### src/rtl/parking_time_stamper.sv
// Parking-lot time base and entry/exit timestamp recorder.
// Stores one entry timestamp per slot and, when a car departs, emits the stored
// entry time together with the departure time as a single one-cycle record.
//
// state    | meaning
// ---------+-----------------------------------------------------------
// IDLE     | ready for a request; an exit request takes priority over an entry request
// ENTRY_WR | write the captured time for the captured slot, or flag err
// EXIT_RD  | read the stored stamp for the captured slot, or flag err
// EXIT_OUT | stamp_valid pulse; free the slot
module parking_time_stamper #(
    parameter int SLOTS    = 8,
    parameter int SLOT_W   = 3,
    parameter int TIME_W   = 8,
    parameter int TICK_DIV = 50
) (
    input  logic              clk,
    input  logic              rst_n,
    input  logic              entry_valid,
    input  logic [SLOT_W-1:0] entry_slot,
    output logic              entry_ready,
    input  logic              exit_valid,
    input  logic [SLOT_W-1:0] exit_slot,
    output logic              exit_ready,
    output logic [TIME_W-1:0] time_now,
    output logic              stamp_valid,
    output logic [SLOT_W-1:0] stamp_slot,
    output logic [TIME_W-1:0] stamp_time_in,
    output logic [TIME_W-1:0] stamp_time_out,
    output logic [SLOTS-1:0]  occupied,
    output logic              err
);

    localparam int PRE_W = (TICK_DIV > 1) ? $clog2(TICK_DIV) : 1;
    localparam logic [PRE_W-1:0] PRE_MAX = PRE_W'(TICK_DIV - 1);

    typedef enum logic [1:0] {IDLE, ENTRY_WR, EXIT_RD, EXIT_OUT} state_t;

    state_t              state_q, state_d;
    logic [PRE_W-1:0]    pre_q, pre_d;
    logic [TIME_W-1:0]   time_q, time_d;
    logic [SLOT_W-1:0]   slot_q, slot_d;
    logic [TIME_W-1:0]   tcap_q, tcap_d;
    logic [SLOTS-1:0]    occ_q, occ_d;
    logic [TIME_W-1:0]   mem_q [SLOTS];
    logic [TIME_W-1:0]   mem_d [SLOTS];
    logic [SLOT_W-1:0]   st_slot_q, st_slot_d;
    logic [TIME_W-1:0]   st_in_q, st_in_d;
    logic [TIME_W-1:0]   st_out_q, st_out_d;

    logic                in_range;
    logic                slot_occ;
    logic [TIME_W-1:0]   slot_stamp;
    logic                err_c;
    logic                stamp_valid_c;

    // Prescaler and free-running time counter; time wraps naturally.
    always_comb begin
        pre_d  = pre_q + 1'b1;
        time_d = time_q;
        if (pre_q == PRE_MAX) begin
            pre_d  = '0;
            time_d = time_q + 1'b1;
        end
    end

    // Look up the captured slot; a slot index that matches no entry is out of range.
    always_comb begin
        in_range   = 1'b0;
        slot_occ   = 1'b0;
        slot_stamp = '0;
        for (int i = 0; i < SLOTS; i++) begin
            if (slot_q == SLOT_W'(i)) begin
                in_range   = 1'b1;
                slot_occ   = occ_q[i];
                slot_stamp = mem_q[i];
            end
        end
    end

    // Next-state, slot table updates and record outputs.
    always_comb begin
        state_d       = state_q;
        slot_d        = slot_q;
        tcap_d        = tcap_q;
        occ_d         = occ_q;
        mem_d         = mem_q;
        st_slot_d     = st_slot_q;
        st_in_d       = st_in_q;
        st_out_d      = st_out_q;
        err_c         = 1'b0;
        stamp_valid_c = 1'b0;
        case (state_q)
            IDLE: begin
                if (exit_valid) begin
                    state_d = EXIT_RD;
                    slot_d  = exit_slot;
                    tcap_d  = time_q;
                end else if (entry_valid) begin
                    state_d = ENTRY_WR;
                    slot_d  = entry_slot;
                    tcap_d  = time_q;
                end
            end
            ENTRY_WR: begin
                state_d = IDLE;
                if (!in_range || slot_occ) begin
                    err_c = 1'b1;
                end else begin
                    for (int i = 0; i < SLOTS; i++) begin
                        if (slot_q == SLOT_W'(i)) begin
                            mem_d[i] = tcap_q;
                            occ_d[i] = 1'b1;
                        end
                    end
                end
            end
            EXIT_RD: begin
                if (!in_range || !slot_occ) begin
                    err_c   = 1'b1;
                    state_d = IDLE;
                end else begin
                    st_slot_d = slot_q;
                    st_in_d   = slot_stamp;
                    st_out_d  = tcap_q;
                    state_d   = EXIT_OUT;
                end
            end
            EXIT_OUT: begin
                stamp_valid_c = 1'b1;
                state_d       = IDLE;
                for (int i = 0; i < SLOTS; i++) begin
                    if (slot_q == SLOT_W'(i)) begin
                        occ_d[i] = 1'b0;
                    end
                end
            end
            default: state_d = IDLE;
        endcase
    end

    // State and datapath registers.
    always_ff @(posedge clk or negedge rst_n) begin
        if (!rst_n) begin
            state_q   <= IDLE;
            pre_q     <= '0;
            time_q    <= '0;
            slot_q    <= '0;
            tcap_q    <= '0;
            occ_q     <= '0;
            mem_q     <= '{default: '0};
            st_slot_q <= '0;
            st_in_q   <= '0;
            st_out_q  <= '0;
        end else begin
            state_q   <= state_d;
            pre_q     <= pre_d;
            time_q    <= time_d;
            slot_q    <= slot_d;
            tcap_q    <= tcap_d;
            occ_q     <= occ_d;
            mem_q     <= mem_d;
            st_slot_q <= st_slot_d;
            st_in_q   <= st_in_d;
            st_out_q  <= st_out_d;
        end
    end

    // Ready lines are forced low while reset is asserted so every output reads 0.
    assign exit_ready     = rst_n & (state_q == IDLE);
    assign entry_ready    = rst_n & (state_q == IDLE) & ~exit_valid;
    assign time_now       = time_q;
    assign stamp_valid    = stamp_valid_c;
    assign stamp_slot     = st_slot_q;
    assign stamp_time_in  = st_in_q;
    assign stamp_time_out = st_out_q;
    assign occupied       = occ_q;
    assign err            = err_c;

endmodule

### config.mk
export PLATFORM = sky130hd
export DESIGN_NAME = parking_time_stamper
export DESIGN_NICKNAME = d
export VERILOG_FILES = /design/src/rtl/parking_time_stamper.sv
export SDC_FILE = /design/constraint.sdc
export NUM_CORES = 1
export LEC_CHECK = 0
export BUFFER_PORTS_ARGS = -buffer_cell sky130_fd_sc_hd__buf_4
export CORE_UTILIZATION = 45
export DETAILED_ROUTE_END_ITERATION = 16
export HOLD_SLACK_MARGIN = 0.05
export PLACE_DENSITY = 0.61
export REMOVE_ABC_BUFFERS = 1
export SKIP_CTS_REPAIR_TIMING = 1
export SLEW_MARGIN = 0
export SYNTH_ARGS = -nofsm -noshare
export SYNTH_HDL_FRONTEND = slang
export SYNTH_SLANG_ARGS = --single-unit
### constraint.sdc
create_clock -name clk -period 2.1 [get_ports clk]
set_clock_uncertainty 0.15 [all_clocks]
set_input_delay 0 -clock clk [delete_from_list [all_inputs] [get_ports clk]]
set_output_delay 0 -clock clk [all_outputs]
set_load 0.01 [all_outputs]
==> results of run 1 <==
## layout make-up
cell class                 count  area, um2
tap                          147        184
timing repair buffer         110        957
sequential                   118       2960
clock buffer                  22        464
clock inverter                 9        150
multi-input combinational    275       2470
fill                         938       4730
inverter                      11       46.3
## stage by stage
| step | hold slack [ns] | util, % | cells |
|---|---|---|---|
| 4_1_cts | -0.448 | 57.6 | 668 |
| 6_report | 0.0874 | 60.4 | 692 |
| 2_1_floorplan | -0.446 | - | 404 |
| 5_1_grt | 0.112 | 60.4 | 692 |
| 3_3_place_gp | -0.0143 | 52.4 | 637 |
| 3_5_place_dp | -0.0144 | 52.4 | 637 |
## worst max-delay path: stages (launching register included)
cell and delay (ns):
dfrtp_2 0.43, buf_6 0.16, nand4bb_4 0.15, o21ai_4 0.08, buf_4 0.15, a21oi_4 0.22
a21oi_2 0.09, a41o_1 0.22, buf_6 0.12
## layout by cell type, fill, tap and decap left out, types with 6 or more instances in the layout
| master | count |
|---|---|
| nor2_1 | 19 |
| inv_1 | 9 |
| clkbuf_16 | 18 |
| ha_1 | 6 |
| dlygate4sd3_1 | 10 |
| nand4_1 | 6 |
| nand3_1 | 8 |
| mux2_2 | 84 |
| dfrtp_1 | 116 |
| o21ai_0 | 13 |
| mux2i_1 | 16 |
| xnor2_1 | 6 |
| mux4_2 | 6 |
| buf_4 | 88 |
| a21oi_1 | 23 |
| nand2_1 | 18 |
## logic make-up after synthesis
logic type               after synthesis  share of synthesized area [%]
XOR/XNOR                              10                           1.59
AND/OR/NAND/NOR                       73                           7.27
flip-flops                           118                           53.6
buffers and inverters                 37                           3.11
adder cells (fa/ha/maj)                7                           1.59
multiplexers                         112                           23.8
AO/OA/AOI/OAI                         73                           9.11
## state kept, by name (all words and copies together), names as in the netlist
register / count
mem_q: 64
tcap_q: 8
slot_q: 3
stamp_slot: 3
stamp_time_out: 8
time_now: 8
state_q: 2
stamp_time_in: 8
occupied: 8
pre_q: 6
## power by group through the flow
stage | Sequential, mW | Combinational, mW | Clock (mW)
2_1_floorplan | 2.99 | 1.29 | 0
5_1_grt | 2.74 | 3.70 | 3.17
4_1_cts | 2.70 | 2.82 | 3.05
6_report | 2.72 | 3.45 | 3.00
3_3_place_gp | 2.73 | 2.78 | 0
3_5_place_dp | 2.73 | 2.80 | 0
## layer usage
layer  up-vias  routed length (um)  GRT usage, %
met5         -                   0             0
met4         0                 279          9.42
met3        18                 549          4.75
met2        82                6160          33.6
met1      1917                5990          29.8
li1       1771                   -             -
## worst paths after layout
kind / startpoint / end / cells past startpoint
worst max-delay path: slot_q[0] / err / 8
min in group clk: entry_slot[1] / slot_q[1] / 4
worst min register to register: pre_q[0] / pre_q[0] / 1
worst max register to register: slot_q[0] / mem_q[47] / 6
max in group asynchronous: rst_n / slot_q[1] / 3
worst min-delay path: rst_n / stamp_time_in[1] / 3
==> results.md, run 1 <==
* GRT Total Usage at 21.8%
* Initial antenna violation count at 0
* Combinational Power Share at 37.6%
* Drt first pass iters at 4
* Max_cap viols at 0
* Clk pwr share at 32.7%
* Post-synth EDFFs at 0
* Vias in the first global route at 3741
* Leading area contributor after synthesis: dfrtp_1
* WL per Instance at 18.8 um
* Failing checks: negative setup slack
* Synth cell types at 56
* Clock Path Buffers at 2
* Net Sw Frac at 32.2%
* Fmax at 461 MHz
* Final #Nets at 550
* DP Worst Slack at 0.0180 ns
* GRT overflow at 0
* Fin area at 7230 um2
* # DRC at 0
* Core Rows at 40
* Post-DP HPWL at 8.40 mm
* Ports at 49
* 1st-iter DRT viols at 202
* Worst IR Drop VDD at 0.532 mV
* CTS HTree Levels at 4
* Ratio of cells with drive above 1 in the final layout at 44.6%
* Final setup viols at 4
* Min-Delay Path Class: in2async
* Mapped Area at 5510 um2
* TritonCTS Buffers at 17
* Critical Path End Type: primary output
* Clk slew on worst S/H paths at 0.05 ns
* Largest net degree at the start of global routing at 79
* Worst slew pin tran at 0.532 ns
* Top_reg_cell synth: dfrtp_1
* Top cells by area, synth: dfrtp_1 (54%), mux2_2 (18%), mux2i_1 (2.9%), mux4_2 (2.5%), a21oi_1 (2.3%)
* Top cell types by occurrence after synthesis: dfrtp_1 (118), mux2_2 (86), a21oi_1 (25)
* Overall power consumption at 9.17 mW
* Total negative setup slack at -0.0752 ns
* Final worst slack at -0.0692 ns
* Power Dens Cells at 1270 nW/um2
* Startpoint Class: register
* Ant diodes at 0
* Final Hold Fails at 0
* Synth warn at 0
* Final min period at 2.17 ns
* Avg Cell Area, Syn at 12.8 um2
* Core region area at 12000 um2
* Cell internal pwr at 6.22 mW
* Final-report max-slew violation count at 0
* TritonCTS clock tree: done
* Flop pwr share at 29.6%
* Die H at 113 um
* Vias at 3788
* Mapped Cells at 430
* DR vias/cell at 5.47
* Die X at 113 um
* Async set or reset register ratio after synthesis at 100%
* Leak Pwr at 3.47 nW
* Slew HR at 64.5%
* Kind of critical path: reg2out
* First-pass GRT wire length at 20.7 mm
* Most common cell in the synthesized netlist: dfrtp_1
* Sequential area share after synthesis at 53.6%
* Port buffer count at 48
* Crit path max fanout at 7
* Status: complete, but fails checks
* Area growth, synth to finish at 31.2%
* Die ar. at 12700 um2
* Worst Path Arrival at 2.02 ns
* RSZ-0062 raised after global routing: yes
* Later-pin clock latency in the skew report at 0.41 ns
* Dpl cell area at 6270 um2
* Switching pwr at 2.96 mW
* Initial core utilization at 46.1%
* Final period utilization at 103%
* Clock Root Buffer: clkbuf_16
* Worst R2R Setup Slack at 0 ns
* WL final at 13.0 mm
* Worst EP required at 1.95 ns
* Top cell type's share of synthesized area at 53.6%
* Routability Congestion at 0.917
* Clock Sinks at 118
* Final ANT Viol Nets at 0
* Seq cells post-synth at 118
No activity file was read; power rests on OpenSTA's default activity.
==> inputs of run 2 (changes only) <==
Settings changed: CTS_CLUSTER_SIZE set to 16, RECOVER_POWER set to 25.
==> run 2 against run 1 <==
Compared with the run above: the run still ends with negative setup slack left; critical path type unchanged; utilization is 0.14 points lower; non-clock buffer count is the same; cell count stayed put; power about the same; global-route usage unchanged; register-to-register slack got worse by 0.02 ns; first-iteration DRC count fell by 2.0%; sequential power barely moved; routed wire length up 0.18%.
==> results.md, run 2 (synthesis gave the netlist of run 1 again) <==
* Status: complete, but fails checks
* Failing checks: negative setup slack
* Vias in the first global route at 3741
* Final ANT Viol Nets at 0
* # DRC at 0
* Post-DP HPWL at 8.40 mm
* Port buffer count at 48
* Final Hold Fails at 0
* Largest net degree at the start of global routing at 79
* Die H at 113 um
* Max FFs per register at 64
* Most frequent cells in the layout: dfrtp_1 (116), buf_4 (87), mux2_2 (84)
* Vias at 3815
* Top Metal Used: met4
* Critical Path End Type: primary output
* Commonest non-fill, non-tap cell in the layout: dfrtp_1
* Drt first pass iters at 6
* 1st-iter DRT viols at 198
* RSZ-0062 raised after global routing: yes
* Kind of critical path: reg2out
* Ports at 49
* Min-Delay Path Class: in2reg
* DP Worst Slack at 0.0180 ns
* Worst EP required at 1.95 ns
* TritonCTS Buffers at 17
* Area growth, synth to finish at 30.9%
* Net Sw Frac at 32.2%
* Core region area at 12000 um2
* WL final at 13.0 mm
* TritonCTS clock tree: done
* Crit path max fanout at 7
* Storage cell area at 2960 um2
* Final period utilization at 104%
* CTS HTree Levels at 4
* Max_cap viols at 0
* Largest reg by FF count: mem_q
* Metal2 WL at 6.22 mm
* Startpoint Class: register
* Fin area at 7210 um2
* Final min period at 2.19 ns
* Dpl cell area at 6270 um2
* Clock Sinks at 118
* Flop pwr share at 29.7%
* Core Rows at 40
* Multi-input gate area at 2470 um2
* Later-pin clock latency in the skew report at 0.40 ns
* Worst R2R Setup Slack at -0.02 ns
* Worst IR Drop VDD at 0.533 mV
* Clk slew on worst S/H paths at 0.05 ns
* Metal1 wirelength at 5.90 mm
* Metal3 WL at 617 um
* First-pass GRT wire length at 20.7 mm
* Fillers at 940
* Final #Nets at 550
* Placed instance count at 637
* Initial core utilization at 46.1%
* Worst Path Arrival at 2.04 ns
* Ant diodes at 0
* Clk pwr share at 32.7%
* Overall power consumption at 9.16 mW
* Power Dens Cells at 1270 nW/um2
* GRT overflow at 0
* GRT Total Usage at 21.8%
* Ratio of cells with drive above 1 in the final layout at 44.4%
* Die X at 113 um
* Switching pwr at 2.95 mW
* Cell internal pwr at 6.21 mW
* Combinational Power Share at 37.6%
* Fin cells at 692
* WL per Instance at 18.8 um
* Clock Root Buffer: clkbuf_16
* Final worst slack at -0.0853 ns
* Final setup viols at 13
* Initial antenna violation count at 0
* Slew HR at 28.3%
* Routability Congestion at 0.917
* Final hold slack at 0.315 ns
* Fmax at 458 MHz
* Worst slew pin tran at 1.08 ns
* Final-report max-slew violation count at 0
* Clock Path Buffers at 2
* DR vias/cell at 5.51
* Die ar. at 12700 um2
* Leak Pwr at 3.46 nW
==> run 2: changes by cell type in the layout (fill, tap and decap cells not counted) <==
cell / change
buf_12: -1
buf_4: -1
clkbuf_1: +1
clkbuf_4: +1
==> run 2: cell type report <==
cell class,count,area share [%]
flip-flops and latches,118,41.0
clock buffers,22,6.43
well taps,147,2.55
clock inverters,9,2.08
multi-input cells,275,34.3
repair buffers,110,13.0
inverters,11,0.642
==> run 2: worst max-delay path, cell delays in order (launching register included) <==
cell and delay [ns]:
dfrtp_2 0.44, buf_6 0.16, nand4bb_4 0.15, o21ai_4 0.08, buf_4 0.15, a21oi_4 0.22, a21oi_2 0.09, a41o_1 0.22
buf_6 0.12
==> run 2: metrics by stage <==
| stage | utilization [%] | setup TNS, ns |
|---|---|---|
| 3_5_place_dp | 52.4 | 0 |
| 4_1_cts | 57.6 | -0.529 |
| 2_1_floorplan | - | -54.40 |
| 3_3_place_gp | 52.4 | 0 |
| 5_1_grt | 60.3 | -1.44 |
| 6_report | 60.3 | -0.227 |
==> run 2: power by group through the flow <==
stage	Combinational (mW)	Sequential (mW)	Clock, mW
floorplan	1.29	2.99	0
global placement	2.78	2.73	0
detailed placement	2.80	2.73	0
CTS	2.82	2.70	3.05
global route	3.69	2.74	3.17
finish	3.44	2.72	3.00
==> run 2: per-layer routing <==
metal | GRT usage, % | up-vias
li1 | - | 1772
met1 | 29.8 | 1930
met2 | 33.6 | 92
met3 | 4.75 | 21
met4 | 9.42 | 0
met5 | 0 | -
==> run 2: path summary, 6_finish.rpt <==
path / start / to / cells past startpoint
worst min register to register: pre_q[0] / pre_q[0] / 1
worst max register to register: slot_q[0] / mem_q[47] / 6
worst min-delay path: entry_slot[1] / slot_q[1] / 4
min in group asynchronous: rst_n / mem_q[14] / 3
worst max-delay path: slot_q[0] / err / 8
max in group asynchronous: rst_n / slot_q[0] / 3
==> inputs of run 3 (changes only) <==
Settings changed: BUFFER_PORTS_ARGS -buffer_cell sky130_fd_sc_hd__buf_4 to -buffer_cell sky130_fd_sc_hd__buf_2.
==> run 3 against run 2 <==
Compared with the run above: count of clock-buffer cells in the layout down 1; first-iteration DRC count shrank 13%; cell count grew 0.43%; clock power shrank 3%; critical path type unchanged; flip-flop and latch count is the same; via count is 1.4% higher; the flow still finishes with violations (negative setup slack); critical endpoint unchanged.
==> results.md, run 3 (synthesis gave the netlist of run 1 again) <==
* Fmax at 466 MHz
* Core Rows at 40
* Critical Path End Type: primary output
* Startpoint Class: register
* CP max stage delay at 0.44 ns
* Max FFs per register at 64
* Post-DP HPWL at 8.39 mm
* Fin util at 59.3%
* Final #Nets at 552
* Core region area at 12000 um2
* Die X at 113 um
* Worst path slowest cell: dfrtp_2
* Worst slew pin tran at 1.37 ns
* Failing checks: negative setup slack
* Worst EP required at 1.95 ns
* Port buffer count at 48
* Largest net degree at the start of global routing at 55
* Final ANT Viol Nets at 0
* Most frequent cells in the layout: dfrtp_1 (116), mux2_2 (85), buf_2 (47)
* Kind of critical path: reg2out
* Routability Congestion at 0.850
* Crit path max fanout at 9
* WL final at 13.1 mm
* Clock Sinks at 118
* Final period utilization at 102%
* Clk slew on worst S/H paths at 0.05 ns
* First-pass GRT wire length at 20.4 mm
* Worst Path Arrival at 2.00 ns
* RSZ-0062 raised after global routing: yes
* Cell Chain, Critical Path: buf_6, inv_4, a32oi_4, buf_6, a21oi_4, a21oi_2, a41o_1, buf_2
* Clock Root Buffer: clkbuf_16
* Final-report max-slew violation count at 0
* Initial antenna violation count at 0
* TritonCTS clock tree: done
* Clock Path Buffers at 2
* Overall power consumption at 8.86 mW
* Power Dens Cells at 1250 nW/um2
* Min-Delay Path Class: in2reg
* Ratio of cells with drive above 1 in the final layout at 45.3%
* Final hold slack at 0.327 ns
* WL per Instance at 18.9 um
* Later-pin clock latency in the skew report at 0.42 ns
* Final worst slack at -0.0476 ns
* Leak Pwr at 3.46 nW
* Cell repeated most along the worst path: buf_6
* Initial core utilization at 46.1%
* Die H at 113 um
* Largest reg by FF count: mem_q
* Ports at 49
* Commonest non-fill, non-tap cell in the layout: dfrtp_1
* Area growth, synth to finish at 28.7%
* Die ar. at 12700 um2
* Placed instance count at 640
* # DRC at 0
* CTS HTree Levels at 4
* 1st-iter DRT viols at 172
* Final min period at 2.15 ns
* Final Hold Fails at 0
* Vias in the first global route at 3801
* R2r worst-path depth at 8
* Status: complete, but fails checks
* GRT Total Usage at 21.9%
* TritonCTS Buffers at 17
* WHS Path Cells at 4
* Worst IR Drop VDD at 0.690 mV
* Ant diodes at 0
* Final setup viols at 3
* DR vias/cell at 5.57
* Vias at 3870
* GRT overflow at 0
* Slew HR at 8.65%
* Max_cap viols at 0
* Fin cells at 695
* Drt first pass iters at 5
## run 3: worst paths after layout
kind,startpoint,end,slack [ns]
hold reg to reg,stamp_slot[1],stamp_slot[1],0.33
max in group asynchronous,rst_n,slot_q[1],0.32
setup / recovery,slot_q[0],err,-0.05
setup reg to reg,slot_q[0],stamp_time_out[3],-0.02
min in group asynchronous,rst_n,stamp_time_out[3],0.46
hold / removal,exit_slot[1],slot_q[1],0.33
## run 3: cell type report
| class | count | area, um2 |
|---|---|---|
| fill | 978 | 4870 |
| sequential | 118 | 2960 |
| multi-input combinational | 275 | 2460 |
| timing repair buffer | 112 | 842 |
| clock buffer | 21 | 480 |
| tap | 147 | 184 |
| clock inverter | 11 | 121 |
| inverter | 11 | 43.8 |
## run 3: metal layers
metal | part of all wire [%] | global-route usage [%] | up-vias
li1 | - | - | 1784
met2 | 49 | 34.9 | 99
met5 | 0 | 0 | -
met4 | 2.3 | 8.71 | 0
met1 | 44 | 28.0 | 1970
met3 | 4.6 | 6.59 | 17
## run 3: report_power, final
part           switching (mW)  internal, mW
Combinational            1.74          1.53
Clock                    1.04          1.87
Sequential              0.190          2.50
Total                    2.96          5.90
## run 3: worst max-delay path, delay by kind of cell, from the launching register on
family | cells | cell delay, ns
AOI/OAI and AO/OA | 4 | 0.60
buffers and inverters | 4 | 0.55
DFF | 1 | 0.44
## run 3: through the flow
step / TNS (ns) / worst slack [ns] / cell area [um2]
final: -0.0785 / -0.0476 / 7090
after global routing: -2.29 / -0.142 / 7090
after CTS: -0.576 / -0.321 / 6790
after detailed placement: -0.0819 / -0.0154 / 6190
after floorplan: -54.40 / -1.01 / 5380
after global placement: 0 / 0.0552 / 6190
